`src/rtl/track_sequencer.sv`:
```
// track_sequencer: two-track note recorder/looper feeding the 7-segment display
// driver and tone generator. Each track stores up to DEPTH {note,octave,accident}
// entries. Playback steps on a shared free-running tick. All outputs are registered.
module track_sequencer #(
    parameter int unsigned DEPTH      = 16,
    parameter int unsigned STEP_TICKS = 25000000
) (
    input  logic       clk,
    input  logic       rst_n,
    input  logic       key_valid,
    input  logic [2:0] key_note,
    input  logic [1:0] key_octave,
    input  logic       key_accident,
    input  logic       track_sel,
    input  logic       rec_toggle,
    input  logic [1:0] play_toggle,
    output logic [2:0] note,
    output logic [1:0] octave,
    output logic       accident,
    output logic       note_valid,
    output logic [1:0] track_playing,
    output logic       current_track,
    output logic       recording,
    output logic       full
);

    localparam int unsigned AW = $clog2(DEPTH);
    localparam int unsigned LW = AW + 1;
    localparam int unsigned CW = $clog2(STEP_TICKS);
    localparam logic [LW-1:0] LEN_FULL = LW'(DEPTH);
    localparam logic [CW-1:0] CNT_LAST = CW'(STEP_TICKS - 1);

    typedef enum logic {
        S_IDLE,
        S_RECORD
    } state_t;

    state_t        state_q, state_d;
    logic [LW-1:0] len_q [2];
    logic [LW-1:0] len_d [2];
    logic [AW-1:0] ptr_q [2];
    logic [AW-1:0] ptr_d [2];
    logic [1:0]    play_d;
    logic          cur_d;
    logic          rec_start;

    logic [CW-1:0] cnt_q;
    logic          tick;

    logic [5:0]    mem [2][DEPTH];
    logic          we;
    logic [AW-1:0] waddr;
    logic [5:0]    wdata;

    logic [2:0]    note_d;
    logic [1:0]    octave_d;
    logic          accident_d;
    logic          valid_d;
    logic          full_d;

    assign tick = (cnt_q == CNT_LAST);

    // Free-running step counter shared by both tracks
    always_ff @(posedge clk or negedge rst_n) begin
        if (!rst_n) begin
            cnt_q <= '0;
        end else if (tick) begin
            cnt_q <= '0;
        end else begin
            cnt_q <= cnt_q + CW'(1);
        end
    end

    // Next-state: record FSM, per-track playback and registered monitor values
    always_comb begin
        state_d    = state_q;
        cur_d      = current_track;
        len_d      = len_q;
        ptr_d      = ptr_q;
        play_d     = track_playing;
        we         = 1'b0;
        waddr      = len_q[current_track][AW-1:0];
        wdata      = {(key_note == 3'd7) ? 3'd0 : key_note, key_octave, key_accident};
        rec_start  = (state_q == S_IDLE) && rec_toggle;
        note_d     = note;
        octave_d   = octave;
        accident_d = accident;
        valid_d    = 1'b0;

        case (state_q)
            S_IDLE: begin
                cur_d = track_sel;
                if (rec_toggle) begin
                    state_d          = S_RECORD;
                    len_d[track_sel] = '0;
                end
            end
            S_RECORD: begin
                if (key_valid && (len_q[current_track] != LEN_FULL)) begin
                    we                   = 1'b1;
                    len_d[current_track] = len_q[current_track] + LW'(1);
                end
                if (rec_toggle) begin
                    state_d = S_IDLE;
                end
            end
            default: state_d = S_IDLE;
        endcase

        // Entering RECORD overrides any play toggle for the track being recorded;
        // the track currently recording ignores play toggles altogether.
        for (int unsigned i = 0; i < 2; i++) begin
            if (rec_start && (track_sel == i[0])) begin
                play_d[i[0]] = 1'b0;
            end else if (play_toggle[i[0]]
                         && !((state_q == S_RECORD) && (current_track == i[0]))
                         && (len_q[i[0]] != '0)) begin
                if (track_playing[i[0]]) begin
                    play_d[i[0]] = 1'b0;
                end else begin
                    play_d[i[0]] = 1'b1;
                    ptr_d[i[0]]  = '0;
                end
            end else if (tick && track_playing[i[0]]) begin
                if (({1'b0, ptr_q[i[0]]} + LW'(1)) == len_q[i[0]]) begin
                    ptr_d[i[0]] = '0;
                end else begin
                    ptr_d[i[0]] = ptr_q[i[0]] + AW'(1);
                end
            end
        end

        // Monitor values are derived from next-state so they appear one cycle
        // after the causing event.
        if (state_d == S_RECORD) begin
            if (we) begin
                {note_d, octave_d, accident_d} = wdata;
                valid_d = 1'b1;
            end else begin
                valid_d = (len_d[cur_d] != '0);
            end
        end else if (play_d[cur_d]) begin
            {note_d, octave_d, accident_d} = mem[cur_d][ptr_d[cur_d]];
            valid_d = 1'b1;
        end

        full_d = (len_d[cur_d] == LEN_FULL);
    end

    // State and output registers
    always_ff @(posedge clk or negedge rst_n) begin
        if (!rst_n) begin
            state_q       <= S_IDLE;
            len_q[0]      <= '0;
            len_q[1]      <= '0;
            ptr_q[0]      <= '0;
            ptr_q[1]      <= '0;
            track_playing <= '0;
            current_track <= 1'b0;
            recording     <= 1'b0;
            full          <= 1'b0;
            note          <= '0;
            octave        <= '0;
            accident      <= 1'b0;
            note_valid    <= 1'b0;
        end else begin
            state_q       <= state_d;
            len_q[0]      <= len_d[0];
            len_q[1]      <= len_d[1];
            ptr_q[0]      <= ptr_d[0];
            ptr_q[1]      <= ptr_d[1];
            track_playing <= play_d;
            current_track <= cur_d;
            recording     <= (state_d == S_RECORD);
            full          <= full_d;
            note          <= note_d;
            octave        <= octave_d;
            accident      <= accident_d;
            note_valid    <= valid_d;
        end
    end

    // Note memory write port (contents are not reset)
    always_ff @(posedge clk) begin
        if (we) begin
            mem[current_track][waddr] <= wdata;
        end
    end

endmodule

```
`config.mk`:
```
export PLATFORM = sky130hd
export DESIGN_NAME = track_sequencer
export DESIGN_NICKNAME = d
export VERILOG_FILES = /design/src/rtl/track_sequencer.sv
export SDC_FILE = /design/constraint.sdc
export NUM_CORES = 1
export LEC_CHECK = 0
export BUFFER_PORTS_ARGS = -buffer_cell sky130_fd_sc_hd__buf_2
export CORE_MARGIN = 5
export CORE_UTILIZATION = 56
export CTS_CLUSTER_DIAMETER = 150
export DETAILED_ROUTE_END_ITERATION = 12
export GPL_TIMING_DRIVEN = 0
export MAX_ROUTING_LAYER = met4
export PLACE_DENSITY = 0.87
export RECOVER_POWER = 25
export SYNTH_ARGS = -nofsm -noshare
export SYNTH_HDL_FRONTEND = slang
export SYNTH_SLANG_ARGS = --single-unit
export TNS_END_PERCENT = 50
```
`constraint.sdc`:
```
create_clock -name clk -period 3.67 [get_ports clk]
set_clock_uncertainty 0.1 [all_clocks]
set_input_delay 0.1835 -clock clk [delete_from_list [all_inputs] [get_ports clk]]
set_output_delay 0.1835 -clock clk [all_outputs]
set_load 0.01 [all_outputs]
```
==> metrics.md, run 1 <==
| Metric | Value |
|---|---|
| Number of global-route vias before repair | `around 7,200` |
| Total core area | `around 19,000 µm²` |
| Met1 usage | `0.323` |
| Final setup viols | `34` |
| Largest net degree at the start of global routing | `56` |
| CP arrival | `roughly 4.1 ns` |
| Status | `finished with violations` |
| Post-synth EDFFs | `192` |
| Count leader, synth | `edfxtp_1` |
| Antenna-violating nets left | `0` |
| Ys Warns | `0` |
| Placed cell areas | `approximately 12,000 µm²` |
| Drt wl/cell | `between 20 and 25 µm` |
| Leading register cell type out of synthesis | `edfxtp_1` |
| Critical path class | `reg2reg` |
| RSZ-0062 raised after global routing | `true` |
| Routability cong. | `a little over 0.9` |
| Synthesized instance count | `just under 800` |
| Count of cell types in the netlist | `73` |
| VDD IR max | `roughly 0.49 mV` |
| Fin crit period | `around 3.8 ns` |
| P&R area growth vs syn | `19.8%` |
| Hold Vio Cnt, Final | `1` |
| Layout cells sized above 1 | `0.253` |
| Pre-CTS setup slack | `-0.741 ns` |
| Placed instance count | `roughly 1,100` |
| Drt drc | `0` |
| Max_slew headroom | `-0.0421` |
| Starting Density | `0.569` |
| Seq cells post-synth | `around 250` |
| Clock slew at reported path FFs | `~0.060 ns` |
| Syn nets | `814` |
| Setup TNS | `-1.86 ns` |
| Synth top area cells | `edfxtp_1 (52%), dfrtp_1 (12%), mux2i_1 (8.2%), mux2_2 (2.5%), nor2_1 (1.9%)` |
| Gr ovfl total | `0` |
| Worst setup SP type | `flip-flop` |
| Multi-input logic area | `between 3000 and 4000 µm²` |
| Cell Int Power | `between 5000 and 6000 µW` |
| Asr flop ratio synth | `0.223` |
| Maximum Capacitance Violations | `2` |
| CP max stage cell | `dfrtp_1` |
| First-pass GRT wire length | `41,600 µm` |
| Crit-path cells | `ha_1, nand2_1, nor4b_4, buf_4, buf_4, nand4_1, or2_4, nor3b_1, a21o_1, mux2_2, clkbuf_4, a211oi_1, a21oi_1, o21ai_0, o31ai_1` |
| Worst reg2reg path endpoint | `note[2]` |
| CP dominant cell by count | `buf_4` |
| Io pins | `25` |
| Clock tree sinks | `around 250` |
| Final instance area | `around 13,000 µm²` |
| Clock Path Buffers | `3` |
| TritonRoute pass-1 iters | `5` |
| ANT cells | `0` |
| Initial antenna violation count | `0` |
| Via/cell ratio | `~6.3` |
| Syn Area/Cell | `14.0 µm²` |
| Nets@finish | `between 900 and 1,000` |
| Max Fclk | `262 MHz` |
| Hold Path Origin | `track_sel` |
| # rows | `51` |
| GRT Resource Usage Total | `0.250` |
| TritonCTS clock tree | `done` |
| Worst Hold Class | `in2reg` |
| Initial DRC count | `just under 1,000` |
| Slew at the pin closest to its max-slew limit | `1.56 ns` |
| Fin crit share | `1.04` |
| Worst stage delay on the critical path | `approximately 0.41 ns` |
| Setup slack after layout | `-0.151 ns` |
| Met3 Usage GRT | `0.0430` |
| Filler Cells Inserted | `between 1,000 and 1,500` |
| Final wirelength | `~29,000 µm` |
| H-tree lvl count | `1` |
| CP required | `slightly below 4 ns` |
| Register area share after synthesis | `0.645` |
| IO buf count | `24` |
| Cell area power density | `around 650 nW/µm²` |
| Slew Viols, Final | `68` |
| Global Route met2 Usage | `0.404` |
| Post-synth top cells | `edfxtp_1 (192), mux2i_1 (91), nor2_1 (56)` |
| Worst hold margin | `-0.00756 ns` |
| Worst-case reg-to-reg path depth | `15` |
| Synth top area share | `0.521` |
| GRT Max-Usage Layer | `met2` |
| Clk pwr share | `0.315` |
| CTS Buf Count | `26` |
| Share of total power in sequential cells | `0.391` |
| Hold endpoint | `track_playing[0]` |
| Register area | `approximately 7100 µm²` |
| Switch share | `0.322` |
| Net switching power | `2770 µW` |
| Area of the mapped netlist | `about 11,000 µm²` |
| Crit end category | `flip-flop` |
| FF-to-FF Start | `cnt_q[0]` |
| Post-DP HPWL | `between 15,000 and 20,000 µm` |
| Flop2flop setup slack | `-0.15 ns` |
| Non-Filler Instances | `1,177` |
| Leakage power total | `~0.0051 µW` |
| Failing checks | `hold timing, capacitance limit, slew limit, setup timing` |
| Die H | `~150 µm` |
| CTS root buf | `clkbuf_16` |
| Die Area | `22,700 µm²` |
| Crit Path Max Fanout | `10` |
| Hold path depth | `3` |
| Largest area contributor in the netlist | `edfxtp_1` |
| Combinational power share | `0.294` |
| Clock latency on the worst-skew pair | `roughly 0.55 ns` |
| DR vias | `~7,400` |
| Die W | `roughly 150 µm` |
-- routing by layer --
layer / share of wire / wire length (µm)
met4: 0.037 / 1050
met5: 0 / 0
met2: 0.50 / 14500
met3: 0.081 / 2340
met1: 0.38 / 10900
-- stage by stage --
step | power, µW | hold slack (ns) | util
floorplan | 4690 | -0.212 | -
global placement | 5320 | 0.362 | 0.592
detailed placement | 5370 | 0.386 | 0.595
CTS | 8220 | 0.00683 | 0.655
global route | 8870 | 0.0142 | 0.681
finish | 8590 | -0.00756 | 0.681
-- cell families after synthesis --
group           count (synthesis)  share of synthesized area
mux                           123                      0.119
fa+ha+maj                       8                    0.00904
flops                         247                      0.645
compound gates                114                     0.0762
xor+xnor                       34                     0.0281
buf+inv                        52                     0.0247
simple gates                  215                     0.0976
-- area by class of cell --
cell class / count / share of cell area
clock inverters: 9 / 0.00962
inverters: 18 / 0.00528
repair buffers: 73 / 0.0424
well taps: 265 / 0.0250
multi-input cells: 494 / 0.299
clock buffers: 39 / 0.0580
plain buffers: 32 / 0.0219
flip-flops and latches: 247 / 0.539
-- registers in the layout (all words and copies together), names as in the netlist --
name and cells:
mem 192, cnt_q 25, len_q 10, ptr_q 8, note 3, octave 2
track_playing 2, accident 1, current_track 1, full 1, note_valid 1, state_q 1
-- critical path: cells and delay by family, from the launching register on --
kind	cells	cell delay [ns]
AO/OA/AOI/OAI	5	0.87
AND/OR/NAND/NOR	5	1.26
flip-flops	1	0.41
adder cells (fa/ha/maj)	1	0.25
multiplexers	1	0.26
buffers and inverters	3	0.56
-- power groups by stage --
stage	Combinational, µW	Clock (µW)	Sequential, µW
after global placement	1960	0	3360
after CTS	2170	2720	3330
after global routing	2650	2850	3360
after detailed placement	2010	0	3370
final	2530	2710	3360
after floorplan	1330	0	3360
-- repair_timing --
action,CTS,global route
endpoints found under the hold margin,60,0
setup buffers,9,30
hold buffers,5,0
cloned,0,2
endpoints found under the setup margin,173,62
gates resized for setup,41,68
pin swaps,8,17
-- cell usage in the layout, fill, tap and decap left out, types with 13 or more instances in the layout --
master / count
dfrtp_1: 50
mux2_2: 25
xnor2_1: 14
nor3_1: 23
o21ai_0: 13
and3_1: 19
buf_2: 23
clkbuf_1: 21
nand3_1: 20
buf_4: 38
nor2_1: 51
mux2i_1: 83
nand2_1: 46
xor2_1: 19
a21oi_1: 19
edfxtp_1: 192
clkbuf_16: 28
inv_1: 17
-- worst max-delay path by stage --
stage	cells after the start	startpoint	endpoint
2_1_floorplan	14	current_track	note_valid
3_3_place_gp	12	current_track	note_valid
3_5_place_dp	12	current_track	note_valid
4_1_cts	8	len_q[2]	mem[0][84]
5_1_grt	9	current_track	mem[0][39]
6_report	15	cnt_q[0]	note[2]
Note: power is estimated with default switching activity, not from simulation.
==> inputs of run 2 (changes only) <==
--- a/config.mk
+++ b/config.mk
@@ -5,11 +5,11 @@
 export SDC_FILE = /design/constraint.sdc
 export NUM_CORES = 1
 export LEC_CHECK = 0
-export BUFFER_PORTS_ARGS = -buffer_cell sky130_fd_sc_hd__buf_2
 export CORE_MARGIN = 5
-export CORE_UTILIZATION = 56
+export CORE_UTILIZATION = 57
 export CTS_CLUSTER_DIAMETER = 150
 export DETAILED_ROUTE_END_ITERATION = 12
+export DONT_BUFFER_PORTS = 1
 export GPL_TIMING_DRIVEN = 0
 export MAX_ROUTING_LAYER = met4
 export PLACE_DENSITY = 0.87
==> run 2 against run 1 <==
Against the previous run: the run ends with capacitance limit, slew limit, setup timing left; maximum frequency rose by 0.26%; cell count fell by 3.0%; final area fell by 3.1%; combinational power fell by 11%; clock-buffer cell count fell by 6; worst setup slack improved by 0.010 ns; sequential share of layout area rose by 1.7 points; flip-flop and latch count did not move; via count fell by 3.5%; critical path type unchanged; largest cell class unchanged.
==> metrics.md, run 2 (synthesis results as in run 1) <==
| Metric | Value |
|---|---|
| Status | `finished with violations` |
| Failing checks | `capacitance limit, slew limit, setup timing` |
| Largest net degree at the start of global routing | `56 (unchanged)` |
| Crit. path cell count | `16 (+1)` |
| CP max stage cell | `or4_4` |
| First-pass GRT wire length | `41,200 µm (-0.93%)` |
| Slew at the pin closest to its max-slew limit | `3.03 ns (+1.46 ns)` |
| Largest reg by FF count | `mem` |
| Max_slew headroom | `-1.02 (-0.976)` |
| Post-layout power | `8140 µW (-5.2%)` |
| Post-DP HPWL | `17,500 µm (about the same)` |
| Routability cong. | `0.967 (+5.3%)` |
| RSZ-0062 raised after global routing | `true` |
| # rows | `51 (unchanged)` |
| TritonCTS clock tree | `done` |
| Setup TNS | `-0.361 ns (+1.50 ns)` |
| Drt wl/cell | `23.3 µm (-4.6%)` |
| Worst hold margin | `0.0480 ns (+0.0556 ns)` |
| Die Area | `22,300 µm² (-1.6%)` |
| Die H | `149 µm (-0.82%)` |
| Worst setup SP type | `flip-flop` |
| GRT Resource Usage Total | `0.249 (-0.000986)` |
| Worst Hold Class | `in2reg` |
| Final wirelength | `26,600 µm (-7.4%)` |
| Final instance area | `12,800 µm² (-3.1%)` |
| CP dominant cell by count | `buf_6` |
| Maximum Capacitance Violations | `3 (+1)` |
| Commonest cells after routing, fill and taps aside | `edfxtp_1 (192), mux2i_1 (88), dfrtp_1 (55)` |
| IO buf count | `0 (-100%)` |
| Placed cell areas | `11,500 µm² (-0.89%)` |
| Starting Density | `0.575 (+0.00565)` |
| Max Fclk | `262 MHz (+0.26%)` |
| ANT cells | `0 (unchanged)` |
| Worst reg2reg path endpoint | `octave[1]` |
| Non-Filler Instances | `1,142 (-3.0%)` |
| CTS root buf | `clkbuf_16` |
| Fin crit share | `1.04 (-0.00273)` |
| Number of global-route vias before repair | `7,134 (-0.34%)` |
| Setup slack after layout | `-0.141 ns (+0.0100 ns)` |
| Flop2flop setup slack | `-0.14 ns (about the same)` |
| P&R area growth vs syn | `16.0%` |
| Gr ovfl total | `0 (unchanged)` |
| Clock slew at reported path FFs | `0.06 ns (about the same)` |
| FF-to-FF Start | `cnt_q[9]` |
| Filler Cells Inserted | `1,294 (+3.9%)` |
| CP required | `4.00 ns (+0.02 ns)` |
| Crit-path cells | `or4_4, nor3_4, buf_6, buf_6, nand4_1, or2_4, o22ai_4, mux2i_4, buf_12, buf_6, buf_6, a21oi_1, o21ai_0, a21oi_1, nor3_1, a211oi_2` |
| TritonRoute pass-1 iters | `6 (+1)` |
| Clock tree sinks | `247 (unchanged)` |
| Critical path class | `reg2reg` |
| Drt drc | `0 (unchanged)` |
| Via/cell ratio | `6.28 (-0.53%)` |
| Placed instance count | `1,062 (-2.1%)` |
| Top Registers | `mem (192), cnt_q (25), len_q (10)` |
| Initial antenna violation count | `0 (unchanged)` |
| Max FFs per register | `192 (unchanged)` |
| Hold Vio Cnt, Final | `0 (-1)` |
| CP arrival | `4.14 ns (about the same)` |
| DR vias | `7,168 (-3.5%)` |
| Total core area | `19,300 µm² (-0.98%)` |
| Slew Viols, Final | `124 (+82%)` |
| Io pins | `25 (unchanged)` |
| Crit end category | `flip-flop` |
| Worst-case reg-to-reg path depth | `16 (+1)` |
| Hold path depth | `1 (-2)` |
| Hold endpoint | `mem[0][69]` |
| Commonest non-fill, non-tap cell in the layout | `edfxtp_1` |
| Initial DRC count | `746 (-23%)` |
| Layout cells sized above 1 | `0.192 (-0.0617)` |
| CTS Buf Count | `26 (unchanged)` |
| Cell area power density | `634 nW/µm² (-2.2%)` |
| Die W | `149 µm (-0.82%)` |
| VDD IR max | `0.495 mV (+1.2%)` |
| Hold Path Origin | `key_note[0]` |
| Critical Path Start | `cnt_q[9]` |
| Clock Path Buffers | `3 (unchanged)` |
| Worst stage delay on the critical path | `0.54 ns (+0.13 ns)` |
| Crit Path Max Fanout | `10 (unchanged)` |
| Antenna-violating nets left | `0 (unchanged)` |
| Final setup viols | `7 (-79%)` |
| Leakage power total | `0.00494 µW (-3.8%)` |
| Fin crit period | `3.81 ns (-0.0100 ns)` |
| Nets@finish | `879 (-3.7%)` |
| Delay-heaviest family, CP | `simple AND/OR/NAND/NOR gates` |
| Clock latency on the worst-skew pair | `0.53 ns (-0.02 ns)` |
| H-tree lvl count | `1 (unchanged)` |
| Buffers & Inverters on Critical Path | `5 (+2)` |
-- run 2: changes by cell type in the layout (fill, tap and decap cells not counted), moves of 4 or more --
cell and change:
clkinv_2 +6, buf_8 -5, dfrtp_1 +5, a211oi_1 +6, dlygate4sd3_1 +8, mux2i_1 +5
dfrtp_2 -5, buf_4 -23, buf_2 -18, nor3_2 +8, a211oi_2 -5, nor3_1 -9
clkbuf_8 -7, mux2i_2 -4
-- run 2: worst max-delay path by stage --
| stage | to | slack (ns) |
|---|---|---|
| global placement | mem[0][12] | -0.76 |
| finish | octave[1] | -0.14 |
| floorplan | note_valid | 0.11 |
| detailed placement | note_valid | -0.78 |
| global route | octave[1] | -0.26 |
| CTS | mem[0][85] | -0.16 |
-- run 2: power breakdown --
group | total, µW | switching, µW | internal, µW
Clock | 2530 | 1050 | 1480
Sequential | 3370 | 171 | 3200
Combinational | 2240 | 1440 | 805
Total | 8140 | 2660 | 5490
-- run 2: worst reg2reg max path: stages (launching register included) --
cell      delay, ns
dfrtp_1        0.42
or4_4          0.54
nor3_4         0.25
buf_6          0.15
buf_6          0.09
nand4_1        0.13
or2_4          0.31
o22ai_4        0.21
mux2i_4        0.11
buf_12         0.16
buf_6          0.17
buf_6          0.17
a21oi_1        0.15
o21ai_0        0.11
a21oi_1        0.29
nor3_1         0.11
a211oi_2       0.23
-- run 2: timing repair --
item,in CTS,in global routing
setup buffers,11,6
cloned,0,0
gates resized for setup,25,44
endpoints found under the setup margin,193,77
hold buffers,17,0
hold endpoints to repair,204,0
pin swaps,11,8
-- run 2: layer usage --
| layer | global-route usage | part of all wire | vias to the layer above |
|---|---|---|---|
| li1 | - | - | 3143 |
| met1 | 0.316 | 0.38 | 3540 |
| met2 | 0.407 | 0.49 | 394 |
| met3 | 0.0465 | 0.085 | 91 |
| met4 | 0.0856 | 0.042 | 0 |
| met5 | - | 0 | - |
-- run 2: cell type report --
cell class,count,area (µm²),area share
Timing Repair Buffer,39,358,0.0279
Clock buffer,33,698,0.0543
Sequential cell,247,7140,0.556
Clock inverter,14,123,0.00954
Inverter,18,68.8,0.00536
Tap cell,265,332,0.0258
Buffer,32,231,0.0180
Multi-Input combinational cell,494,3900,0.303
-- run 2: stage by stage --
step | utilization | setup slack [ns]
6_report | 0.667 | -0.141
5_1_grt | 0.667 | -0.255
4_1_cts | 0.659 | -0.162
3_5_place_dp | 0.596 | -0.777
3_3_place_gp | 0.592 | -0.757
2_1_floorplan | - | 0.109
